===== src/rtl/glitch_pkg.sv =====
// Shared types for the multi-slot glitch sequencer: slot modes, FSM states and slot config.
package glitch_pkg;

    // Upper bounds for the per-instance delay and width parameters.
    localparam int DELAY_W_MAX = 32;
    localparam int WIDTH_W_MAX = 8;

    typedef enum logic [1:0] {
        PASS   = 2'd0,
        LOW    = 2'd1,
        HIGH   = 2'd2,
        INVERT = 2'd3
    } mode_t;

    typedef enum logic [1:0] {
        IDLE   = 2'd0,
        ARMED  = 2'd1,
        WAIT   = 2'd2,
        GLITCH = 2'd3
    } state_t;

    typedef struct packed {
        logic [DELAY_W_MAX-1:0] delay;
        logic [WIDTH_W_MAX-1:0] width;
        mode_t                  mode;
    } slot_cfg_t;

endpackage


===== src/rtl/trig_sync.sv =====
// Synchroniser for an asynchronous trigger plus a registered one-cycle rising-edge pulse.
module trig_sync #(
    parameter int SYNC_STAGES = 2
) (
    input  logic clk,
    input  logic rst_n,
    input  logic d,
    output logic pulse
);

    logic [SYNC_STAGES-1:0] sync_q, sync_d;
    logic                   prev_q;
    logic                   pulse_q, pulse_d;

    always_comb begin
        sync_d  = {sync_q[SYNC_STAGES-2:0], d};
        pulse_d = sync_q[SYNC_STAGES-1] & ~prev_q;
    end

    always_ff @(posedge clk or negedge rst_n) begin
        if (!rst_n) begin
            sync_q  <= '0;
            prev_q  <= 1'b0;
            pulse_q <= 1'b0;
        end else begin
            sync_q  <= sync_d;
            prev_q  <= sync_q[SYNC_STAGES-1];
            pulse_q <= pulse_d;
        end
    end

    assign pulse = pulse_q;

endmodule


===== src/rtl/glitch_sequencer.sv =====
// Trigger-driven sequencer that alters the target clock in up to NUM_SLOTS programmable windows.
module glitch_sequencer
    import glitch_pkg::*;
#(
    parameter int NUM_SLOTS   = 4,
    parameter int DELAY_W     = 32,
    parameter int WIDTH_W     = 8,
    parameter int SYNC_STAGES = 2,
    localparam int IDX_W      = (NUM_SLOTS > 1) ? $clog2(NUM_SLOTS) : 1,
    localparam int CNT_W      = $clog2(NUM_SLOTS) + 1
) (
    input  logic               clk,
    input  logic               rst,
    input  logic               clean_target_clock,
    input  logic               trig,
    input  logic               arm,
    input  logic               abort,
    input  logic               cfg_we,
    input  logic [IDX_W-1:0]   cfg_idx,
    input  logic [DELAY_W-1:0] cfg_delay,
    input  logic [WIDTH_W-1:0] cfg_width,
    input  mode_t              cfg_mode,
    input  logic [CNT_W-1:0]   cfg_count,
    output logic               clk_o,
    output logic               armed,
    output logic               busy,
    output logic               done,
    output logic               glitch_active,
    output logic [IDX_W-1:0]   slot_idx
);

    state_t             state_q, state_d;
    slot_cfg_t          slots_q [NUM_SLOTS];
    slot_cfg_t          slots_d [NUM_SLOTS];
    logic [IDX_W-1:0]   slot_idx_q, slot_idx_d, next_idx;
    logic [CNT_W-1:0]   n_active_q, n_active_d;
    logic [DELAY_W-1:0] dly_cnt_q, dly_cnt_d;
    logic [WIDTH_W-1:0] wid_cnt_q, wid_cnt_d, cur_w;
    logic               ctc_q;
    logic               glitch_active_q, glitch_active_d;
    logic               done_q, done_d;
    logic               trig_edge, tedge, cfg_open, count_ok, more_slots;
    slot_cfg_t          cur_slot, nxt_slot;

    trig_sync #(.SYNC_STAGES(SYNC_STAGES)) u_trig_sync (
        .clk   (clk),
        .rst_n (rst),
        .d     (trig),
        .pulse (trig_edge)
    );

    // clean_target_clock is generated from clk, so a plain registered copy is enough.
    assign tedge      = clean_target_clock & ~ctc_q;
    assign next_idx   = slot_idx_q + IDX_W'(1);
    assign cur_slot   = slots_q[slot_idx_q];
    assign nxt_slot   = slots_q[next_idx];
    assign cur_w      = WIDTH_W'(cur_slot.width);
    assign cfg_open   = (state_q == IDLE) || (state_q == ARMED);
    assign count_ok   = (cfg_count != '0) && (32'(cfg_count) <= NUM_SLOTS);
    assign more_slots = (CNT_W'(slot_idx_q) + CNT_W'(1)) < n_active_q;

    always_comb begin
        slots_d = slots_q;
        if (cfg_we && cfg_open && (32'(cfg_idx) < NUM_SLOTS))
            slots_d[cfg_idx] = '{delay: DELAY_W_MAX'(cfg_delay),
                                 width: WIDTH_W_MAX'(cfg_width),
                                 mode:  cfg_mode};
    end

    always_comb begin
        state_d    = state_q;
        slot_idx_d = slot_idx_q;
        n_active_d = n_active_q;
        dly_cnt_d  = dly_cnt_q;
        wid_cnt_d  = wid_cnt_q;
        done_d     = 1'b0;
        if (abort) begin
            state_d = IDLE;
        end else begin
            case (state_q)
                IDLE: if (arm && count_ok) begin
                    n_active_d = cfg_count;
                    state_d    = ARMED;
                end
                ARMED: if (trig_edge) begin
                    slot_idx_d = '0;
                    dly_cnt_d  = DELAY_W'(slots_q[0].delay);
                    state_d    = WAIT;
                end
                WAIT: begin
                    // The tedge that takes the count to zero starts the glitch on the next cycle.
                    if (dly_cnt_q == '0 || (dly_cnt_q == DELAY_W'(1) && tedge)) begin
                        state_d   = GLITCH;
                        wid_cnt_d = (cur_w == '0) ? '0 : cur_w - WIDTH_W'(1);
                    end else if (tedge) begin
                        dly_cnt_d = dly_cnt_q - DELAY_W'(1);
                    end
                end
                GLITCH: begin
                    if (wid_cnt_q == '0) begin
                        if (more_slots) begin
                            slot_idx_d = next_idx;
                            dly_cnt_d  = DELAY_W'(nxt_slot.delay);
                            state_d    = WAIT;
                        end else begin
                            done_d  = 1'b1;
                            state_d = IDLE;
                        end
                    end else begin
                        wid_cnt_d = wid_cnt_q - WIDTH_W'(1);
                    end
                end
                default: state_d = IDLE;
            endcase
        end
        glitch_active_d = (state_d == GLITCH);
    end

    always_ff @(posedge clk or negedge rst) begin
        if (!rst) begin
            state_q         <= IDLE;
            slot_idx_q      <= '0;
            n_active_q      <= '0;
            dly_cnt_q       <= '0;
            wid_cnt_q       <= '0;
            ctc_q           <= 1'b0;
            glitch_active_q <= 1'b0;
            done_q          <= 1'b0;
            for (int i = 0; i < NUM_SLOTS; i++) slots_q[i] <= '0;
        end else begin
            state_q         <= state_d;
            slot_idx_q      <= slot_idx_d;
            n_active_q      <= n_active_d;
            dly_cnt_q       <= dly_cnt_d;
            wid_cnt_q       <= wid_cnt_d;
            ctc_q           <= clean_target_clock;
            glitch_active_q <= glitch_active_d;
            done_q          <= done_d;
            for (int i = 0; i < NUM_SLOTS; i++) slots_q[i] <= slots_d[i];
        end
    end

    // Selects are registered, so clk_o only switches source at clk edges.
    always_comb begin
        clk_o = clean_target_clock;
        if (glitch_active_q) begin
            case (cur_slot.mode)
                LOW:     clk_o = 1'b0;
                HIGH:    clk_o = 1'b1;
                INVERT:  clk_o = ~clean_target_clock;
                default: clk_o = clean_target_clock;
            endcase
        end
    end

    assign armed         = (state_q == ARMED);
    assign busy          = (state_q == WAIT) || (state_q == GLITCH);
    assign done          = done_q;
    assign glitch_active = glitch_active_q;
    assign slot_idx      = slot_idx_q;

endmodule


===== config.mk =====
export PLATFORM = sky130hd
export DESIGN_NAME = glitch_sequencer
export DESIGN_NICKNAME = d
export VERILOG_FILES = /design/src/rtl/glitch_pkg.sv /design/src/rtl/trig_sync.sv /design/src/rtl/glitch_sequencer.sv
export SDC_FILE = /design/constraint.sdc
export NUM_CORES = 1
export LEC_CHECK = 0
export ABC_AREA = 0
export CAP_MARGIN = 20
export CORE_UTILIZATION = 60
export CTS_CLUSTER_DIAMETER = 30
export DETAILED_ROUTE_END_ITERATION = 10
export HOLD_SLACK_MARGIN = 0.05
export PLACE_DENSITY = 0.8
export SYNTH_ARGS = -nofsm -noshare
export SYNTH_HDL_FRONTEND = slang
export SYNTH_HIERARCHICAL = 1
export SYNTH_SLANG_ARGS = --single-unit

===== constraint.sdc =====
create_clock -name clk -period 2.6 [get_ports clk]
set_input_delay 0.52 -clock clk [delete_from_list [all_inputs] [get_ports clk]]
set_output_delay 0.52 -clock clk [all_outputs]
set_load 0.005 [all_outputs]

==> metrics <==
status finished, final reports clean; CP max-delay cell mux4_2; top cells by count, synth dfrtp_1 (222), mux2_2 (199), o21ai_0 (65); setup ws final around 0.057 ns; number of global-route vias before repair about 8,600; Synth async-reset ratio 1.00; post-synth cell types 61; Fill cells 978; Synth-to-Final Area Change 27.8%; Clock Skew 0.0230 ns; shortest period the worst path allows 2.54 ns; leak pwr about 5.8 nW; Flop pwr share 0.358; crit end category output port; Ys Warns 6; routed len/inst roughly 22 um; post-DR vias/cell about 6.4; largest cells by area after synthesis dfrtp_1 (51%), mux2_2 (21%), mux4_2 (3.5%); IR drop worst, VDD between 0.7 and 0.8 mV; Post-synth EDFFs 0; CP Cell Sequence buf_6, mux4_2, a21oi_2, a31oi_1, dlygate4sd2_1; TritonCTS buffer count 46; cell taking the most area after synthesis dfrtp_1; pin count of the biggest net entering global routing 93; GRT Overall Usage 0.310; total power ~13 mW; Final Max Slew Viols 0; core area between 15,000 and 20,000 um2; post-synthesis average cell area approximately 12 um2; Final setup viols 0; TritonCTS clock tree built; Routed WL 27.3 mm; CTS max path bufs 3; critical path type flip-flop to output port; max-cap violation count 0; ys flop type dfrtp_1; crit share post-route 0.978; area of the multi-input gates approximately 5000 um2; htree depth 2; DIE AREA about 19,000 um2; worst hold start u_trig_sync/sync_q[0]$_DFF_PN0_; Crit path largest cell delay 0.52 ns; Clock Power Share 0.482; Initial Utilization 0.619; Least-Margin Pin Slew roughly 0.73 ns; share of layout cells above drive strength 1 0.372; DR iter-0 viols 835; internal power between 9 and 10 mW; Clock transition at path regs about 0.050 ns; Net Sw Power 3.52 mW; CP required ~2.1 ns; Root Driver clkbuf_16; Mapped Area about 11,000 um2; Fin. Hold Viols 0; ANT nets after route 0; combinational share of power 0.161; Crit. Startpoint slot_idx[0]$_DFFE_PN0P_; CP Launch Type flip-flop; routability cong. 0.885; sequential element share of the synthesized area 0.513; total grt overflow 0; first-pass GRT wire length ~45 mm; top-count cell post-synth dfrtp_1; nets about 1,100; Residual DRC 0; Max FO, Critical Path 5; FMAX about 390 MHz; Post-Synthesis Cells between 800 and 900; cell area after layout roughly 14,000 um2; Crit Reg-Reg Startpoint wid_cnt_q[0]$_DFFE_PN0P_; FF+latch count, synth roughly 220; RSZ-0062 raised after global routing true; IO Pins 61; PortBufs 60; CTS sink count 222; Crit path max-delay family multiplexers; CP bufs+invs 2; worst min path class flip-flop to flip-flop; Synth top area share 0.513; Chip Width 136 um; syn_nets 957; post-placement cell area roughly 12,000 um2; FP Rows 48; Slew headroom 0.514; worst skew pair latency between 0.5 and 0.6 ns; switching share of power 0.262; WHS roughly 0.36 ns; initial antenna violation count 1; FF/Latch Area between 5000 and 6000 um2; pre-CTS setup slack ~0.03 ns; Die Y between 100 and 150 um; pwr dens 973 nW/um2; drt pass-1 iters 5; hpwl dp around 16 mm; Arr. time, crit path 2.02 ns; vias 8,120
==> final cells by class <==
type	count	area share
sequential	222	0.402
multi-input combinational	594	0.363
clock buffer	54	0.0929
timing repair buffer	120	0.0832
clock inverter	32	0.0332
tap	225	0.0203
inverter	19	0.00516
antenna	1	0.000181
==> repair_timing <==
item,in CTS,in global routing
gates resized for setup,3,17
endpoints found under the hold margin,10,0
pin swaps,0,3
gates cloned,0,1
hold buffers,1,0
endpoints found under the setup margin,2,30
setup buffers,1,1
==> state kept, by name, summed over array words and instances (netlist names) <==
name	count
glitch_active	1
slot_idx	2
u_trig_sync/pulse	1
dly_cnt_q	32
done	1
n_active_q	3
u_trig_sync/sync_q	2
state_q	2
wid_cnt_q	8
slots_q	168
u_trig_sync/prev_q	1
ctc_q	1
==> through the flow <==
step           std cells   util  TNS (ns)
4_1_cts             1264  0.786         0
2_1_floorplan        896      -         0
5_1_grt             1266  0.791   -0.0103
3_5_place_dp        1176  0.685         0
3_3_place_gp        1176  0.685         0
6_report            1267  0.792         0
==> worst register-to-register path, cell delays in order, from the launching register on <==
cell,delay (ns)
dfrtp_1,0.39
inv_1,0.10
ha_1,0.20
nor3b_1,0.42
and4_1,0.32
o21ba_2,0.20
and3b_1,0.20
buf_4,0.19
o21ai_0,0.12
a22o_1,0.24
==> placed cells by master (no fill, tap or decap), drive strengths merged, types with 4 or more instances in the layout <==
cell and count:
dfrtp 222, mux2 199, o21ai 65, buf 60, clkdlybuf4s50 58, nor2 54, clkbuf 54, a21oi 35
nand2 33, a22oi 24, inv 21, nor3 19, mux4 17, a221oi 13, o2bb2ai 12, clkinv 11
bufinv 10, clkinvlp 9, a31oi 9, or3 8, nand3 7, a22o 7, ha 7, nor4 7
o31ai 6, or2 5, and3 5, nand2b 5, nor2b 5, or4 4, nand4 4, o21a 4
==> metal layers <==
metal | part of all wire | vias up | global-route usage
met5 | 0 | - | 0
met4 | 0.035 | 0 | 0.142
met3 | 0.066 | 91 | 0.0570
met2 | 0.49 | 353 | 0.515
met1 | 0.41 | 4103 | 0.396
li1 | - | 3573 | -
==> worst paths after layout <==
path	endpoint	slack, ns	cells after the start
worst max-delay path	clk_o	0.06	5
worst min-delay path	u_trig_sync/sync_q[1]$_DFF_PN0_	0.36	0
worst max register to register	dly_cnt_q[2]$_DFFE_PN0P_	0.07	9
worst min register to register	u_trig_sync/sync_q[1]$_DFF_PN0_	0.36	0
max in group asynchronous	dly_cnt_q[10]$_DFFE_PN0P_	1.22	3
min in group asynchronous	slots_q[4]$_DFFE_PN0P_	0.56	2
==> power groups by stage <==
stage               Sequential [mW]  Combinational, mW  Clock (mW)
finish                         4.82               2.16        6.48
global placement               4.76               1.99           0
global route                   4.91               2.36        6.71
detailed placement             4.80               2.06           0
floorplan                      4.62               1.49           0
CTS                            4.80               2.13        6.54
==> logic make-up (layout without fill, tap and decap cells) <==
logic type / Yosys count / count (layout) / synth area share
fa+ha+maj: 7 / 7 / 0.00809
simple gates: 171 / 171 / 0.0821
buf+inv: 81 / 225 / 0.0325
other cells: 0 / 1 / 0
xor+xnor: 2 / 2 / 0.00162
compound gates: 194 / 195 / 0.117
flops: 222 / 222 / 0.513
mux: 219 / 219 / 0.245
(Power assumes the default switching activity.)
==> RTL change (config.mk and constraints unchanged) <==
Make the reset (`rst` and `rst_n`) synchronous in 2 clocked blocks. Comments in the files are not updated.
--- a/src/rtl/trig_sync.sv
+++ b/src/rtl/trig_sync.sv
@@ -19,3 +19,3 @@
 
-    always_ff @(posedge clk or negedge rst_n) begin
+    always_ff @(posedge clk) begin
         if (!rst_n) begin
--- a/src/rtl/glitch_sequencer.sv
+++ b/src/rtl/glitch_sequencer.sv
@@ -118,3 +118,3 @@
 
-    always_ff @(posedge clk or negedge rst) begin
+    always_ff @(posedge clk) begin
         if (!rst) begin
Formal check against the unedited RTL: differs if rst is asserted again (counterexample within 4 cycles, from zero or initial values and one cycle with rst low); with rst held inactive, the same outputs for 4 cycles.
==> RTL change against the original RTL <==
  * Sequential cell count unchanged
  * Area after synthesis rose by 0.42%
  * Core utilization decreased by 2.1 points
  * Routed wire length is 10% higher
  * Count of clock-buffer cells in the layout increased by 5
  * Setup slack improved by 0.024 ns
  * Largest cell class is now multi-input combinational cells
  * Final cell count rose by 31%
  * Final area down 2.7%
  * Non-clock buffer count decreased by 3
Power is not compared: it rests on default switching activity, and its combinational part moved more than twofold at a synthesized area within 25%.
==> RTL change: results (changes against the original RTL) <==
----------------------------------------------------
[Power and ir drop]
  Maximum ir drop on the vdd rail ... 0.641 mV
  Static Leak ... 0.00470 uW

[Clock tree]
  Max Buffers Root-to-Sink ... 3 (unchanged)
  Clock slew at reported path FFs ... 0.05 ns (about the same)
  Clock latency of the later-clocked register in the worst-skew pair ... 0.52 ns (-0.02 ns)
  Clock Root Buffer ... sky130_fd_sc_hd__clkbuf_16
  Inserted Clock Buffers ... 45 (-2.2%)
  Clock H-tree levels ... 2 (unchanged)

[GRT]
  Via count of the first global-routing pass ... 9679 (+13%)
  Antenna violations before repair ... 0 (-1)
  Largest net degree at the start of global routing ... 101 (+8.6%)
  Global-route wire length before repair ... 48900 um (+9.6%)
  Total GRT Usage ... 0.332 (+0.0217)

[Detailed routing]
  Avg WL per Cell ... 18.2 um (-16%)
  Length of the first detailed-routing pass in iterations ... 5 (unchanged)
  Wire length reported by the detailed router ... 30100 um (+10%)
  Count of antenna-violating nets left after detailed routing ... 0 (unchanged)
  Average vias per placed instance ... 6.10 (-4.9%)
  Detailed router's first-iteration violation count ... 924 (+11%)

[Logic synthesis]
  Synth warnings ... 6 (unchanged)
  Post-synth top flop ... sky130_fd_sc_hd__dfxtp_1
  Sequential share of the synthesized area ... 0.409 (-0.104)
  Average size of a mapped cell ... 8.12 um2 (-33%)
  Commonest cells post-synth ... 377 x sky130_fd_sc_hd__nand2_1, 222 x sky130_fd_sc_hd__dfxtp_1, 172 x sky130_fd_sc_hd__a21boi_0, 87 x sky130_fd_sc_hd__clkbuf_1, 51 x sky130_fd_sc_hd__o21ai_0
  Yosys cell types ... 66 (+8.2%)
  Mapped Nets ... 1401 (+46%)
  Share of synthesized flip-flops with an asynchronous set or reset ... 0 (-1.00)
  Biggest area contributors in the synthesized netlist ... sky130_fd_sc_hd__dfxtp_1 41%, sky130_fd_sc_hd__nand2_1 13%, sky130_fd_sc_hd__a21boi_0 12%, sky130_fd_sc_hd__mux4_2 3.3%, sky130_fd_sc_hd__mux2i_1 3.1%

[Finish]
  Net count reported at finish ... 1463 (+38%)
  Antenna Cells ... 0 (-1)
  Largest registers ... slots_q (168), dly_cnt_q (32), wid_cnt_q (8)
  Fraction of final layout cells sized beyond drive strength 1 ... 0.123 (-0.249)

[Timing]
  Normalized max-slew margin ... 0.577 (+0.0629)
  Worst Clk Skew ... 0.0134 ns (-0.00958 ns)
  Final hold violations ... 0 (unchanged)

[Placed design]
  Weighted congestion reported at the end of routability-driven placement ... 0.878 (-0.78%)
  Half-perimeter wire length of the detailed placement result ... 17700 um (+12%)
  Placed inst area ... 11900 um2 (-0.60%)
  Placed Cells incl. Taps ... 1577 (+34%)
  Total of buffers placed on input and output ports ... 60 (unchanged)

[Run status]
  Outcome ... completed

[Critical path]
  Data arrival at the endpoint of the critical path ... 2.95 ns (+0.93 ns)
  Highest fanout seen on the critical path ... 6 (+1)

[Hold path]
  Path category of the worst min-delay check ... reg -> reg

----------------------------------------------------
==> RTL change: worst max-delay path, cell delays in order (launching register included) <==
cell                       delay, ns
sky130_fd_sc_hd__dfxtp_2        0.35
sky130_fd_sc_hd__buf_12         0.13
sky130_fd_sc_hd__buf_4          0.19
sky130_fd_sc_hd__mux4_2         0.58
sky130_fd_sc_hd__inv_1          0.09
sky130_fd_sc_hd__ha_1           0.20
sky130_fd_sc_hd__inv_1          0.12
sky130_fd_sc_hd__a211oi_2       0.19
sky130_fd_sc_hd__mux2i_1        0.11
sky130_fd_sc_hd__a211o_1        0.31
sky130_fd_sc_hd__a21boi_1       0.17
==> RTL change: through the flow <==
stage	total power, uW	TNS (ns)	worst slack, ns
floorplan	3920	0	0.233
global placement	4160	-0.0371	-0.00667
detailed placement	4180	-0.296	-0.0497
CTS	9960	0	0.0237
global route	10200	0	0.00128
finish	9950	0	0.0810
==> RTL change: final cells by class <==
type                    count  area (um2)
flip-flops and latches    222        4450
inverters                  14        52.6
clock buffers              59        1250
well taps                 225         282
repair buffers            117        1170
fillers                  1192        4010
multi-input cells        1001        5980
clock inverters            19         285
==> RTL change: routing by layer <==
layer / track usage / routed length (um) / vias to the layer above
li1: - / - / 4785
met1: 0.453 / 12800 / 4788
met2: 0.526 / 14100 / 457
met3: 0.0585 / 2420 / 74
met4: 0.121 / 809 / 0
met5: 0 / 0 / -
==> RTL change: worst paths after layout <==
path                             startpoint                         to  slack (ns)  depth (start not counted)
setup / recovery   slot_idx[0]$_SDFFE_PN0P_  wid_cnt_q[6]$_SDFFE_PN0P_        0.08                         10
hold / removal    slots_q[108]$_SDFFE_PN0P_  slots_q[108]$_SDFFE_PN0P_        0.46                          2
setup reg to reg   slot_idx[0]$_SDFFE_PN0P_  wid_cnt_q[6]$_SDFFE_PN0P_        0.08                         10
hold reg to reg   slots_q[108]$_SDFFE_PN0P_  slots_q[108]$_SDFFE_PN0P_        0.46                          2
==> RTL change: cells by family after synthesis <==
group | synth area share
AO/OA/AOI/OAI | 0.250
AND/OR/NAND/NOR | 0.221
flip-flops | 0.409
multiplexers | 0.0645
adder cells (fa/ha/maj) | 0.00921
buffers and inverters | 0.0435
XOR/XNOR | 0.00322
==> RTL change: report_power, final <==
part           switching [uW]  internal [uW]  total (uW)  leakage [uW]
sequential               49.0           3510        3550       0.00180
combinational             316            262         578       0.00213
clock                    1780           4030        5810      0.000760
total                    2150           7800        9950       0.00470
==> RTL change: repair_timing <==
item	in CTS	in global routing
endpoints found under the setup margin	1	24
gates cloned	0	0
endpoints found under the hold margin	0	0
hold buffers	0	0
buffers inserted	2	0
pin swaps	0	0
gates resized for setup	1	3
